## config.mk

```make
export PLATFORM = sky130hd
export DESIGN_NAME = pe_block_seq
export DESIGN_NICKNAME = d
export VERILOG_FILES = /design/src/rtl/pe_block_seq.sv
export SDC_FILE = /design/constraint.sdc
export NUM_CORES = 1
export LEC_CHECK = 0
export CAP_MARGIN = 25
export CELL_PAD_IN_SITES_DETAIL_PLACEMENT = 0
export CELL_PAD_IN_SITES_GLOBAL_PLACEMENT = 2
export CORE_ASPECT_RATIO = 1.4
export CORE_UTILIZATION = 33
export CTS_CLUSTER_DIAMETER = 50
export CTS_CLUSTER_SIZE = 14
export DETAILED_ROUTE_END_ITERATION = 16
export DONT_BUFFER_PORTS = 1
export PLACE_DENSITY_LB_ADDON = 0.1
export SLEW_MARGIN = 5
export SYNTH_ARGS = -nofsm -noshare
export SYNTH_HDL_FRONTEND = slang
export SYNTH_SLANG_ARGS = --single-unit
export TNS_END_PERCENT = 30
```

## constraint.sdc

```tcl
create_clock -name iClk -period 2.1 [get_ports iClk]
set_input_delay 0.42 -clock iClk [delete_from_list [all_inputs] [get_ports iClk]]
set_output_delay 0.42 -clock iClk [all_outputs]
set_load 0.05 [all_outputs]
```

## src/rtl/pe_block_seq.sv

```systemverilog
// pe_block_seq: job sequencer for one pe_block.
// A single accepted job is turned into the following control sequence:
//   accumulator clear, a feed window of iTaps cycles, a pipeline drain
//   and a one-cycle result-valid pulse.
// All outputs are registered. An abort from CLEAR/FEED/DRAIN returns the
// sequencer to IDLE and acknowledges the abort with a one-cycle pulse.

module pe_block_seq #(
    parameter int ARRAY_NUM = 3,
    parameter int BLOCK_NUM = 3,
    parameter int PIPE_LAT  = ARRAY_NUM + BLOCK_NUM,
    parameter int TAP_W     = 8
) (
    input  logic                 iClk,
    input  logic                 iRst,
    input  logic                 iStart,
    input  logic [TAP_W-1:0]     iTaps,
    input  logic [4:0]           iShift,
    input  logic                 iAbort,
    output logic                 oBusy,
    output logic                 oClearAcc,
    output logic                 oFeedValid,
    output logic [TAP_W-1:0]     oWeightAddr,
    output logic [ARRAY_NUM-2:0] oCfsPassDataLeft,
    output logic [4:0]           oCfsOutputLeftShift,
    output logic                 oResultValid,
    output logic                 oAborted
);

    // Drain counter counts PIPE_LAT-1 down to 0, one DRAIN cycle per value.
    localparam int CNT_W = (PIPE_LAT > 1) ? $clog2(PIPE_LAT) : 1;
    localparam logic [CNT_W-1:0] DRAIN_LOAD = CNT_W'(PIPE_LAT - 1);

    typedef enum logic [2:0] {
        ST_IDLE,
        ST_CLEAR,
        ST_FEED,
        ST_DRAIN,
        ST_DONE
    } state_t;

    state_t           state_reg;
    logic [TAP_W-1:0] taps_reg;
    logic [4:0]       shift_reg;
    logic [CNT_W-1:0] drain_cnt_reg;

    // The shift config is latched on accept, i.e. exactly when CLEAR is
    // entered, and held afterwards so late readers of pe_block see it.
    assign oCfsOutputLeftShift = shift_reg;

    // Sequencer FSM: state, latched config and all registered outputs.
    always_ff @(posedge iClk) begin
        if (iRst) begin
            state_reg        <= ST_IDLE;
            taps_reg         <= '0;
            shift_reg        <= '0;
            drain_cnt_reg    <= '0;
            oBusy            <= 1'b0;
            oClearAcc        <= 1'b0;
            oFeedValid       <= 1'b0;
            oWeightAddr      <= '0;
            oCfsPassDataLeft <= '0;
            oResultValid     <= 1'b0;
            oAborted         <= 1'b0;
        end else begin
            // Pulse and feed outputs default low; states re-assert them.
            oClearAcc        <= 1'b0;
            oFeedValid       <= 1'b0;
            oWeightAddr      <= '0;
            oCfsPassDataLeft <= '0;
            oResultValid     <= 1'b0;
            oAborted         <= 1'b0;

            case (state_reg)
                ST_IDLE: begin
                    oBusy <= 1'b0;
                    // iAbort is meaningless here; a start is always taken.
                    if (iStart) begin
                        taps_reg  <= iTaps;
                        shift_reg <= iShift;
                        state_reg <= ST_CLEAR;
                        oBusy     <= 1'b1;
                        oClearAcc <= 1'b1;
                    end
                end

                ST_CLEAR: begin
                    if (iAbort) begin
                        state_reg <= ST_IDLE;
                        oBusy     <= 1'b0;
                        oAborted  <= 1'b1;
                    end else if (taps_reg != '0) begin
                        // First feed cycle: address 0, no pass-left yet.
                        state_reg  <= ST_FEED;
                        oFeedValid <= 1'b1;
                    end else begin
                        state_reg     <= ST_DRAIN;
                        drain_cnt_reg <= DRAIN_LOAD;
                    end
                end

                ST_FEED: begin
                    if (iAbort) begin
                        state_reg <= ST_IDLE;
                        oBusy     <= 1'b0;
                        oAborted  <= 1'b1;
                    end else if (oWeightAddr == taps_reg - TAP_W'(1)) begin
                        // The address just presented was the last tap.
                        state_reg     <= ST_DRAIN;
                        drain_cnt_reg <= DRAIN_LOAD;
                    end else begin
                        oFeedValid       <= 1'b1;
                        oWeightAddr      <= oWeightAddr + TAP_W'(1);
                        oCfsPassDataLeft <= '1;
                    end
                end

                ST_DRAIN: begin
                    if (iAbort) begin
                        state_reg <= ST_IDLE;
                        oBusy     <= 1'b0;
                        oAborted  <= 1'b1;
                    end else if (drain_cnt_reg == '0) begin
                        state_reg    <= ST_DONE;
                        oResultValid <= 1'b1;
                    end else begin
                        drain_cnt_reg <= drain_cnt_reg - CNT_W'(1);
                    end
                end

                ST_DONE: begin
                    // Results are already flagged; an abort here is too late.
                    state_reg <= ST_IDLE;
                    oBusy     <= 1'b0;
                end

                default: begin
                    state_reg <= ST_IDLE;
                    oBusy     <= 1'b0;
                end
            endcase
        end
    end

endmodule

```

==> results of run 1 <==
==> Yosys cell counts <==
library cell	n	area share
dfxtp_1	33	0.39
nand2_1	33	0.072
a21oi_1	21	0.061
nor2_1	15	0.033
nor3_1	10	0.029
inv_1	8	0.018
nand3_1	8	0.023
xor2_1	8	0.041
xnor2_1	7	0.036
buf_2	5	0.015
clkbuf_1	5	0.011
ha_1	5	0.036
and3_1	4	0.015
buf_4	3	0.013
nor2b_1	3	0.011
nor4_1	3	0.011
a31oi_1	2	0.0073
a32o_1	2	0.012
buf_6	2	0.013
nor3b_1	2	0.0088
nor4_4	2	0.025
o21ai_0	2	0.0058
a2111oi_4	1	0.016
a211oi_1	1	0.0044
a21oi_2	1	0.0051
a311oi_2	1	0.0088
a31o_4	1	0.010
and2b_2	1	0.0051
nand2_2	1	0.0037
nand2_4	1	0.0066
nand3b_1	1	0.0044
nand4_1	1	0.0037
nor2_2	1	0.0037
nor4_2	1	0.0073
nor4b_1	1	0.0051
o211ai_1	1	0.0044
o21bai_1	1	0.0044
o21bai_2	1	0.0066
o31a_1	1	0.0051
o31ai_1	1	0.0044
or2_4	1	0.0051
or4_1	1	0.0044
==> stage by stage <==
step                      hold WS, ns  utilization  area [sq um]  instances
final                           0.197        0.418          2050        281
after global routing            0.178        0.418          2050        281
after CTS                       0.187        0.403          1980        277
after detailed placement        0.488        0.371          1830        267
after global placement          0.482        0.371          1830        267
after floorplan                 0.461            -          1720        203
==> layout make-up <==
class,instances,area share
clock inverters,1,0.0146
flip-flops and latches,33,0.324
repair buffers,21,0.0804
well taps,64,0.0390
inverters,8,0.0146
multi-input cells,147,0.485
clock buffers,7,0.0420
==> routing by layer <==
| layer | up-vias | global-route usage | wire length [microns] |
|---|---|---|---|
| li1 | 712 | - | - |
| met1 | 667 | 0.187 | 1680 |
| met2 | 29 | 0.283 | 2080 |
| met3 | 7 | 0.0458 | 180 |
| met4 | 0 | 0.0719 | 92 |
| met5 | - | 0 | 0 |
==> cells by family after synthesis <==
group	after synthesis	synth area share
AOI/OAI and AO/OA	37	0.155
xor gates and xnor gates	15	0.0766
adders and majority gates	5	0.0365
buffers and inverters	23	0.0693
DFF	33	0.385
and+or+nand+nor	90	0.277
==> worst max-delay path by stage <==
stage,from,endpoint,cells after the start
CTS,taps_reg[1]$_SDFFE_PP0P_,drain_cnt_reg[1]$_SDFFE_PP0P_,9
floorplan,taps_reg[0]$_SDFFE_PP0P_,oWeightAddr[2]$_SDFF_PP0_,10
global route,taps_reg[0]$_SDFFE_PP0P_,drain_cnt_reg[2]$_SDFFE_PP0P_,8
global placement,taps_reg[1]$_SDFFE_PP0P_,drain_cnt_reg[1]$_SDFFE_PP0P_,9
detailed placement,taps_reg[0]$_SDFFE_PP0P_,drain_cnt_reg[1]$_SDFFE_PP0P_,9
finish,taps_reg[0]$_SDFFE_PP0P_,drain_cnt_reg[2]$_SDFFE_PP0P_,8
==> what timing repair did <==
action,4_1_cts,5_1_grt
endpoints found under the hold margin,0,0
setup endpoints to repair,4,12
hold buffers,0,0
gates resized for setup,6,11
cloned,0,0
buffers inserted,2,4
pin swaps,6,5
==> worst register-to-register path: stages (launching register included) <==
cell,delay [ns]
dfxtp_2,0.33
buf_6,0.11
or2_4,0.27
nor4_4,0.18
xnor2_2,0.14
nor4_4,0.37
a31o_4,0.25
nand2_2,0.06
a32o_1,0.24
==> power groups by stage <==
| stage | Combinational (uW) | Sequential (uW) | Clock [uW] |
|---|---|---|---|
| after CTS | 260 | 744 | 637 |
| after detailed placement | 249 | 758 | 0 |
| after global routing | 317 | 751 | 672 |
| after global placement | 245 | 757 | 0 |
| after floorplan | 221 | 738 | 0 |
| final | 281 | 746 | 619 |
==> reports/qor.yml, run 1 <==
status:
  outcome: "complete, no violations"
detailed_routing:
  wl_microns: 4040
  dr.pass1.iters: 4
  drc: 0
  wl_per_cell_microns: 14.4
  detail_route.iter0.violations: 67
  viasPerCell: 5.04
  drtAntennaViolNets: 0
  via_count: 1415
final_layout:
  n_antenna_cell: 0
  fillers: 503
  multi_input_area_sq_um: 996
  final_cell_mix: "nand2_1 (31), dfxtp_1 (29), a21oi_1 (20)"
  layout_commonest_cell: "nand2_1"
  seq_area_sq_um: 666
  drive_above_1_share: 0.253
  nets: 238
  area_delta_synth_final_pct: 19.8
min_path:
  min_to: "taps_reg[1]$_SDFFE_PP0P_"
  hold_class: "primary input to flop"
  min_path_cells: 1
  hp-start: "iRst"
pwr:
  total_power_uw: 1650
  p_sw_frac: 0.284
  peakVddDrop_uv: 417
  p_leak_uw: 0.000803
  intPower_uw: 1180
  clkPwrFrac: 0.376
  p_switching_uw: 468
  pwr-share-seq: 0.453
  p_per_area_nw_per_um2: 802
  combPwrFrac: 0.171
timing:
  final-hold-violation-count: 0
  fmax_mhz: 485
  tns_ns: 0
  setup_viol: 0
  finClkSkew_ns: 0.00208
  rsz0062_at_grt: "yes"
  min_period_ns: 2.06
  tightest_slew_ns: 0.560
  period_share: 0.981
  drv_slew: 0
  slew_headroom: 0.626
  layout_setup_ws_ns: 0.0397
synthesis:
  yosysUniqueCellTypes: 42
  synthCells: 203
  syn-num-nets: 225
  netlist_area_sq_um: 1710
  syn_area_per_cell_sq_um: 8.44
  ys_warn_count: 0
  seq_area_frac_synth: 0.385
  synth_seq_cells: 33
die:
  std_cell_rows: 30
  die_w_microns: 62.9
  fp.dieH_microns: 87.3
  start_util: 0.349
  dieArea_sq_um: 5490
  io_pins: 37
  core_sq_um: 4920
clock_tree:
  insertion_delay_ns: 0.28
  cts_buffers: 5
  cts_max_path_buffers: 2
  cts_tree: "built"
  cts.htree.levels: 2
  cts_num_sinks: 33
  root_buffer: "clkbuf_8"
  path_clk_slew_ns: 0.07
placed_design:
  place_congestion: 0.796
  portBuffers: 0
  dp_slack_ns: -0.0150
  hpwlAfterDp_microns: 2990
critical_path:
  critPathLaunchType: "flop"
  r2r_setup_slack_ns: 0.04
  timing.rr.start: "taps_reg[0]$_SDFFE_PP0P_"
  max_stage_delay_ns: 0.37
  rr_endpoint: "drain_cnt_reg[2]$_SDFFE_PP0P_"
  worstPathRequired_ns: 2.28
  critPathBufInv: 1
  crit_top_cell: "nor4_4"
  slowest_stage: "nor4_4"
  ff2ff_path_depth: 8
  end_kind: "flop"
  cp_top_family: "simple AND/OR/NAND/NOR gates"
  critPathKind: "flop to flop"
  cp_data_arrival_time_ns: 2.24
  crit_fanout: 5
  crit_chain: "buf_6, or2_4, nor4_4, xnor2_2, nor4_4, a31o_4, nand2_2, a32o_1"
job:
  drv_cap: 0
global_route:
  grt_pass1_vias: 1404
  grt_overflow: 0
  track_usage: 0.164
  antenna_found_initial: 0
  grt_max_degree: 27
  grt_pass1_wl_microns: 6900
(Power assumes the default switching activity.)
==> run 2: changes to the inputs <==
--- a/config.mk
+++ b/config.mk
@@ -9,11 +9,13 @@
 export CELL_PAD_IN_SITES_DETAIL_PLACEMENT = 0
 export CELL_PAD_IN_SITES_GLOBAL_PLACEMENT = 2
 export CORE_ASPECT_RATIO = 1.4
+export CORE_MARGIN = 2
 export CORE_UTILIZATION = 33
 export CTS_CLUSTER_DIAMETER = 50
 export CTS_CLUSTER_SIZE = 14
 export DETAILED_ROUTE_END_ITERATION = 16
 export DONT_BUFFER_PORTS = 1
+export MAX_ROUTING_LAYER = met4
 export PLACE_DENSITY_LB_ADDON = 0.1
 export SLEW_MARGIN = 5
 export SYNTH_ARGS = -nofsm -noshare
==> run 2 against run 1 <==
  * Non-clock buffer count fell by 4
  * Critical path depth up 1
  * Clock power decreased by 24%
  * Maximum frequency increased by 1.1%
  * Via count is 0.28% higher
  * Critical path type unchanged
  * Clock skew increased by 0.0039 ns
  * Global-route usage shrank 0.98 points
  * Worst setup slack gained 0.023 ns
  * Cell count shrank 1.1%
  * Design area down 2.6%
==> reports/qor.yml, run 2 (synthesis results as in run 1) <==
status:
  outcome: "complete, no violations"  # unchanged
detailed_routing:
  drc: 0  # unchanged
  drtAntennaViolNets: 0  # unchanged
  via_count: 1419  # was 1,415
  dr.pass1.iters: 4  # unchanged
  detail_route.iter0.violations: 37  # was 67
  wl_per_cell_microns: 14.4  # about the same
  viasPerCell: 5.10  # was 5.04
  wl_microns: 4010  # was 4040 microns
timing:
  final-hold-violation-count: 0  # unchanged
  drv_slew: 0  # unchanged
  setup_viol: 0  # unchanged
  finClkSkew_ns: 0.00599  # was 0.00208 ns
  tightest_slew_ns: 0.513  # was 0.560 ns
  min_period_ns: 2.04  # was 2.06 ns
  layout_setup_ws_ns: 0.0628  # was 0.0397 ns
  fmax_mhz: 491  # was 485 MHz
  slew_headroom: 0.657  # was 0.626
  rsz0062_at_grt: "yes"  # unchanged
  period_share: 0.970  # was 0.981
clock_tree:
  cts_num_sinks: 33  # unchanged
  cts_max_path_buffers: 2  # unchanged
  ctsHoldBuffers: 0  # unchanged
  insertion_delay_ns: 0.28  # about the same
  cts.htree.levels: 2  # unchanged
  cts_buffers: 5  # unchanged
  cts_tree: "built"  # unchanged
  path_clk_slew_ns: 0.06  # was 0.07 ns
  root_buffer: "clkbuf_8"  # unchanged
final_layout:
  utilization: 0.394  # was 0.418
  final_cell_mix: "nand2_1 (31), dfxtp_1 (30), a21oi_1 (21)"  # was nand2_1 (31), dfxtp_1 (29), a21oi_1 (20)
  design_area_sq_um: 2000  # was 2050 sq um
  n_antenna_cell: 0  # unchanged
  area_delta_synth_final_pct: 16.7  # was 19.8%
  final_cells: 278  # was 281
  layout_commonest_cell: "nand2_1"  # unchanged
  nets: 234  # was 238
  drive_above_1_share: 0.236  # was 0.253
min_path:
  hold_class: "primary input to flop"  # unchanged
  hp-start: "iRst"  # unchanged
die:
  die_w_microns: 64.9  # was 62.9 microns
  io_pins: 37  # unchanged
  start_util: 0.337  # was 0.349
  fp.dieH_microns: 89.3  # was 87.3 microns
  core_sq_um: 5080  # was 4920 sq um
  std_cell_rows: 31  # was 30
  dieArea_sq_um: 5790  # was 5490 sq um
critical_path:
  rr_endpoint: "drain_cnt_reg[2]$_SDFFE_PP0P_"  # unchanged
  critPathKind: "flop to flop"  # unchanged
  endpoint: "drain_cnt_reg[2]$_SDFFE_PP0P_"  # unchanged
  timing.rr.start: "taps_reg[1]$_SDFFE_PP0P_"  # was taps_reg[0]$_SDFFE_PP0P_
  startpoint: "taps_reg[1]$_SDFFE_PP0P_"  # was taps_reg[0]$_SDFFE_PP0P_
  end_kind: "flop"  # unchanged
  ff2ff_path_depth: 9  # was 8
  r2r_setup_slack_ns: 0.06  # was 0.04 ns
  critPathLaunchType: "flop"  # unchanged
  worstPathRequired_ns: 2.27  # was 2.28 ns
  cp_data_arrival_time_ns: 2.21  # was 2.24 ns
  crit_fanout: 6  # was 5
job:
  drv_cap: 0  # unchanged
global_route:
  grt_pass1_wl_microns: 6470  # was 6900 microns
  grt_overflow: 0  # unchanged
  antenna_found_initial: 0  # unchanged
  grt_pass1_vias: 1404  # unchanged
  grt_max_degree: 27  # unchanged
  track_usage: 0.154  # was 0.164
placed_design:
  portBuffers: 0  # unchanged
  dp_cells: 270  # was 267
  dp_slack_ns: -0.0545  # was -0.0150 ns
  place_congestion: 0.683  # was 0.796
  post_dp_cell_area_sq_um: 1840  # was 1830 sq um
  hpwlAfterDp_microns: 2980  # was 2990 microns
pwr:
  p_leak_uw: 0.000769  # was 0.000803 uW
  p_per_area_nw_per_um2: 748  # was 802 nW/um^2
  peakVddDrop_uv: 300  # was 417 uV
run 2: cell type report:
cell class                      instances  area [sq um]
Tap cell                               66          82.6
Timing Repair Buffer                   17           128
Multi-Input combinational cell        147          1000
Fill cell                             526          3080
Clock buffer                            7          86.3
Inverter                                8          35.0
Sequential cell                        33           664
run 2: where the power goes:
| group | internal (uW) | switching [uW] | total, uW |
|---|---|---|---|
| Clock | 260 | 210 | 470 |
| Sequential | 659 | 81.4 | 740 |
| Combinational | 132 | 155 | 287 |
| Total | 1050 | 446 | 1500 |
run 2: repair_timing:
action / in CTS / in global routing
endpoints found under the setup margin: 11 / 14
setup buffers: 0 / 1
pin swaps: 2 / 9
resized for setup: 1 / 15
run 2: worst min path at each step:
stage	end	slack (ns)	cells after the start
after floorplan	taps_reg[7]$_SDFFE_PP0P_	0.46	2
after global placement	drain_cnt_reg[1]$_SDFFE_PP0P_	0.48	1
after detailed placement	taps_reg[7]$_SDFFE_PP0P_	0.49	2
after CTS	drain_cnt_reg[0]$_SDFFE_PP0P_	0.19	1
after global routing	taps_reg[0]$_SDFFE_PP0P_	0.18	1
final	taps_reg[0]$_SDFFE_PP0P_	0.20	1
run 2: critical path, cell delays in order, from the launching register on:
cell     delay (ns)
dfxtp_2        0.35
inv_4          0.05
ha_4           0.24
xnor2_2        0.12
a31oi_1        0.16
nand3_1        0.15
nor4_4         0.33
a31o_4         0.26
nand2_2        0.06
a32o_1         0.20
run 2: metrics by stage:
stage          total power, uW  setup TNS, ns  hold slack, ns
6_report                  1500              0           0.201
5_1_grt                   1590         -0.123           0.178
4_1_cts                   1490              0           0.192
3_5_place_dp              1010         -0.267           0.486
3_3_place_gp              1010       -0.00683           0.480
2_1_floorplan              959       -0.00300           0.461
run 2: routing by layer:
metal,share of wire,wire length [microns],global-route usage,vias to the layer above
li1,-,-,-,711
met1,0.40,1610,0.157,678
met2,0.54,2150,0.274,24
met3,0.043,173,0.0428,6
met4,0.018,73,0.0696,0
met5,0,0,-,-
==> run 3: changes to the inputs <==
==> config.mk (replaced) <==
export PLATFORM = sky130hd
export DESIGN_NAME = pe_block_seq
export DESIGN_NICKNAME = d
export VERILOG_FILES = /design/src/rtl/pe_block_seq.sv
export SDC_FILE = /design/constraint.sdc
export NUM_CORES = 1
export LEC_CHECK = 0
export ABC_AREA = 0
export CAP_MARGIN = 25
export CORE_ASPECT_RATIO = 1.4
export CORE_MARGIN = 2
export CORE_UTILIZATION = 50
export CTS_CLUSTER_DIAMETER = 50
export CTS_CLUSTER_SIZE = 14
export DETAILED_ROUTE_END_ITERATION = 16
export DONT_BUFFER_PORTS = 1
export MAX_ROUTING_LAYER = met4
export SLEW_MARGIN = 5
export SYNTH_ARGS = -nofsm -noshare
export SYNTH_HDL_FRONTEND = slang
export SYNTH_SLANG_ARGS = --single-unit
export TNS_END_PERCENT = 30
==> constraint.sdc (replaced) <==
create_clock -name iClk -period 1.9 [get_ports iClk]
set_input_delay 0.38 -clock iClk [delete_from_list [all_inputs] [get_ports iClk]]
set_output_delay 0.38 -clock iClk [all_outputs]
set_load 0.05 [all_outputs]
==> run 3 against run 2 <==
  * The run now ends with setup timing left
  * Utilization is 23 points higher
  * Clock-buffer cell count is 2 lower
  * Power is 21% higher
  * Clock skew is 0.0013 ns higher
  * Register-to-register slack worse by 0.14 ns
  * Via count is 1.8% higher
  * Hold slack worse by 0.050 ns
  * Largest power group unchanged
==> reports/qor.yml, run 3 (synthesis results as in run 1) <==
critical_path:
  timing.rr.start: "taps_reg[1]$_SDFFE_PP0P_"  # unchanged
  worstPathRequired_ns: 2.08  # was 2.27 ns
  end_kind: "flop"  # unchanged
  critPathKind: "flop to flop"  # unchanged
  cp_data_arrival_time_ns: 2.15  # was 2.21 ns
  rr_endpoint: "state_reg[0]$_SDFFE_PP0P_"  # was drain_cnt_reg[2]$_SDFFE_PP0P_
  critPathLaunchType: "flop"  # unchanged
  ff2ff_path_depth: 9  # unchanged
  crit_fanout: 9  # was 6
  r2r_setup_slack_ns: -0.08  # was 0.06 ns
die:
  core_sq_um: 3320  # was 5080 sq um
  std_cell_rows: 25  # was 31
  die_w_microns: 53.5  # was 64.9 microns
  io_pins: 37  # unchanged
  start_util: 0.517  # was 0.337
  fp.dieH_microns: 73.3  # was 89.3 microns
  dieArea_sq_um: 3920  # was 5790 sq um
pwr:
  clkPwrFrac: 0.365  # was 0.314
  p_sw_frac: 0.297  # was 0.298
  intPower_uw: 1280  # was 1050 uW
  p_switching_uw: 539  # was 446 uW
  p_per_area_nw_per_um2: 878  # was 748 nW/um^2
  p_leak_uw: 0.000808  # was 0.000769 uW
  peakVddDrop_uv: 812  # was 300 uV
  pwr-share-seq: 0.455  # was 0.495
  combPwrFrac: 0.181  # was 0.192
final_layout:
  design_area_sq_um: 2070  # was 2000 sq um
  nets: 238  # was 234
  utilization: 0.623  # was 0.394
  final_cell_mix: "nand2_1 (33), dfxtp_1 (23), a21oi_1 (21), buf_4 (21), nor2_1 (12)"  # was nand2_1 (31), dfxtp_1 (30), a21oi_1 (21)
  area_delta_synth_final_pct: 20.5  # was 16.7%
  drive_above_1_share: 0.300  # was 0.236
  layout_commonest_cell: "nand2_1"  # unchanged
  n_antenna_cell: 0  # unchanged
timing:
  tightest_slew_ns: 0.513  # about the same
  min_period_ns: 1.98  # was 2.04 ns
  final-hold-violation-count: 0  # unchanged
  rsz0062_at_grt: "yes"  # unchanged
  slew_headroom: 0.658  # was 0.657
  fmax_mhz: 506  # was 491 MHz
  period_share: 1.04  # was 0.970
  setup_viol: 13  # was 0
  drv_slew: 0  # unchanged
  fin_hold_ws_ns: 0.151  # was 0.201 ns
  layout_setup_ws_ns: -0.0761  # was 0.0628 ns
  tns_ns: -0.713  # was 0 ns
  finClkSkew_ns: 0.00730  # was 0.00599 ns
global_route:
  antenna_found_initial: 0  # unchanged
  grt_overflow: 0  # unchanged
  grt_pass1_wl_microns: 6310  # was 6470 microns
  track_usage: 0.229  # was 0.154
  grt_pass1_vias: 1465  # was 1,404
  grt_max_degree: 27  # unchanged
clock_tree:
  cts.htree.levels: 2  # unchanged
  insertion_delay_ns: 0.28  # about the same
  cts_buffers: 5  # unchanged
  cts_tree: "built"  # unchanged
  root_buffer: "clkbuf_8"  # unchanged
  cts_max_path_buffers: 2  # unchanged
  path_clk_slew_ns: 0.07  # was 0.06 ns
  cts_num_sinks: 33  # unchanged
detailed_routing:
  dr.pass1.iters: 4  # unchanged
  drtAntennaViolNets: 0  # unchanged
  viasPerCell: 5.62  # was 5.10
  wl_per_cell_microns: 15.4  # was 14.4 microns
  drc: 0  # unchanged
  via_count: 1445  # was 1,419
  wl_microns: 3960  # was 4010 microns
  detail_route.iter0.violations: 35  # was 37
job:
  drv_cap: 0  # unchanged
min_path:
  hp-start: "iRst"  # unchanged
  hold_class: "primary input to flop"  # unchanged
  min_to: "taps_reg[3]$_SDFFE_PP0P_"  # was taps_reg[0]$_SDFFE_PP0P_
  min_path_cells: 1  # unchanged
placed_design:
  post_dp_cell_area_sq_um: 1880  # was 1840 sq um
  place_congestion: 0.949  # was 0.683
  portBuffers: 0  # unchanged
  dp_slack_ns: -0.151  # was -0.0545 ns
  hpwlAfterDp_microns: 2970  # was 2980 microns
status:
  failed_checks: "setup timing"
  outcome: "finished with violations"  # was complete, no violations
-- run 3: changes by cell type in the layout (fill, tap and decap cells not counted), moves of 2 or more --
| cell | delta |
|---|---|
| dfxtp_1 | -7 |
| dfxtp_4 | +2 |
| nand2_2 | -2 |
| nor2_1 | -3 |
| dfxtp_2 | +5 |
| buf_4 | +4 |
| nand2_1 | +2 |
| nor3_4 | +2 |
| nor2_2 | +2 |
-- run 3: area by class of cell --
cell class	instances	area, sq um
Timing Repair Buffer	21	158
Inverter	8	32.5
Tap cell	40	50.0
Clock buffer	5	68.8
Fill cell	287	1250
Multi-Input combinational cell	147	1030
Sequential cell	33	678
Clock inverter	3	46.3
-- run 3: worst max-delay path: stages, from the launching register on --
cell	delay (ns)
dfxtp_2	0.37
inv_2	0.07
ha_4	0.20
o21ai_1	0.15
nand2_1	0.10
nor3_4	0.16
nor4_4	0.09
a2111oi_4	0.49
buf_4	0.19
a21oi_1	0.06
-- run 3: what timing repair did --
action,4_1_cts,5_1_grt
hold buffers,0,0
gates resized for setup,10,2
buffers inserted,2,1
pin swaps,12,2
setup endpoints to repair,14,14
-- run 3: metrics by stage --
step	std cells	power (uW)
finish	257	1810
global route	257	1900
CTS	256	1820
global placement	246	1130
floorplan	203	1080
detailed placement	246	1140
-- run 3: power groups by stage --
stage,clock network (uW),logic (uW),registers (uW)
after floorplan,0,262,816
after global routing,710,362,831
final,661,328,825
after detailed placement,0,299,838
after CTS,677,321,825
after global placement,0,292,837
-- run 3: routing by layer --
layer / global-route usage / up-vias / wire, microns
met5: - / - / 0
met1: 0.229 / 684 / 1530
met4: 0.134 / 0 / 82
met3: 0.0467 / 6 / 142
li1: - / 715 / -
met2: 0.398 / 40 / 2200
-- run 3: worst max-delay path by stage --
stage,start,endpoint,slack [ns]
after detailed placement,taps_reg[2]$_SDFFE_PP0P_,oWeightAddr[3]$_SDFF_PP0_,-0.15
after CTS,taps_reg[0]$_SDFFE_PP0P_,drain_cnt_reg[2]$_SDFFE_PP0P_,-0.07
after global placement,taps_reg[2]$_SDFFE_PP0P_,oWeightAddr[7]$_SDFF_PP0_,-0.1
final,taps_reg[1]$_SDFFE_PP0P_,state_reg[0]$_SDFFE_PP0P_,-0.08
after global routing,taps_reg[1]$_SDFFE_PP0P_,drain_cnt_reg[1]$_SDFFE_PP0P_,-0.20
after floorplan,taps_reg[0]$_SDFFE_PP0P_,drain_cnt_reg[1]$_SDFFE_PP0P_,0.002
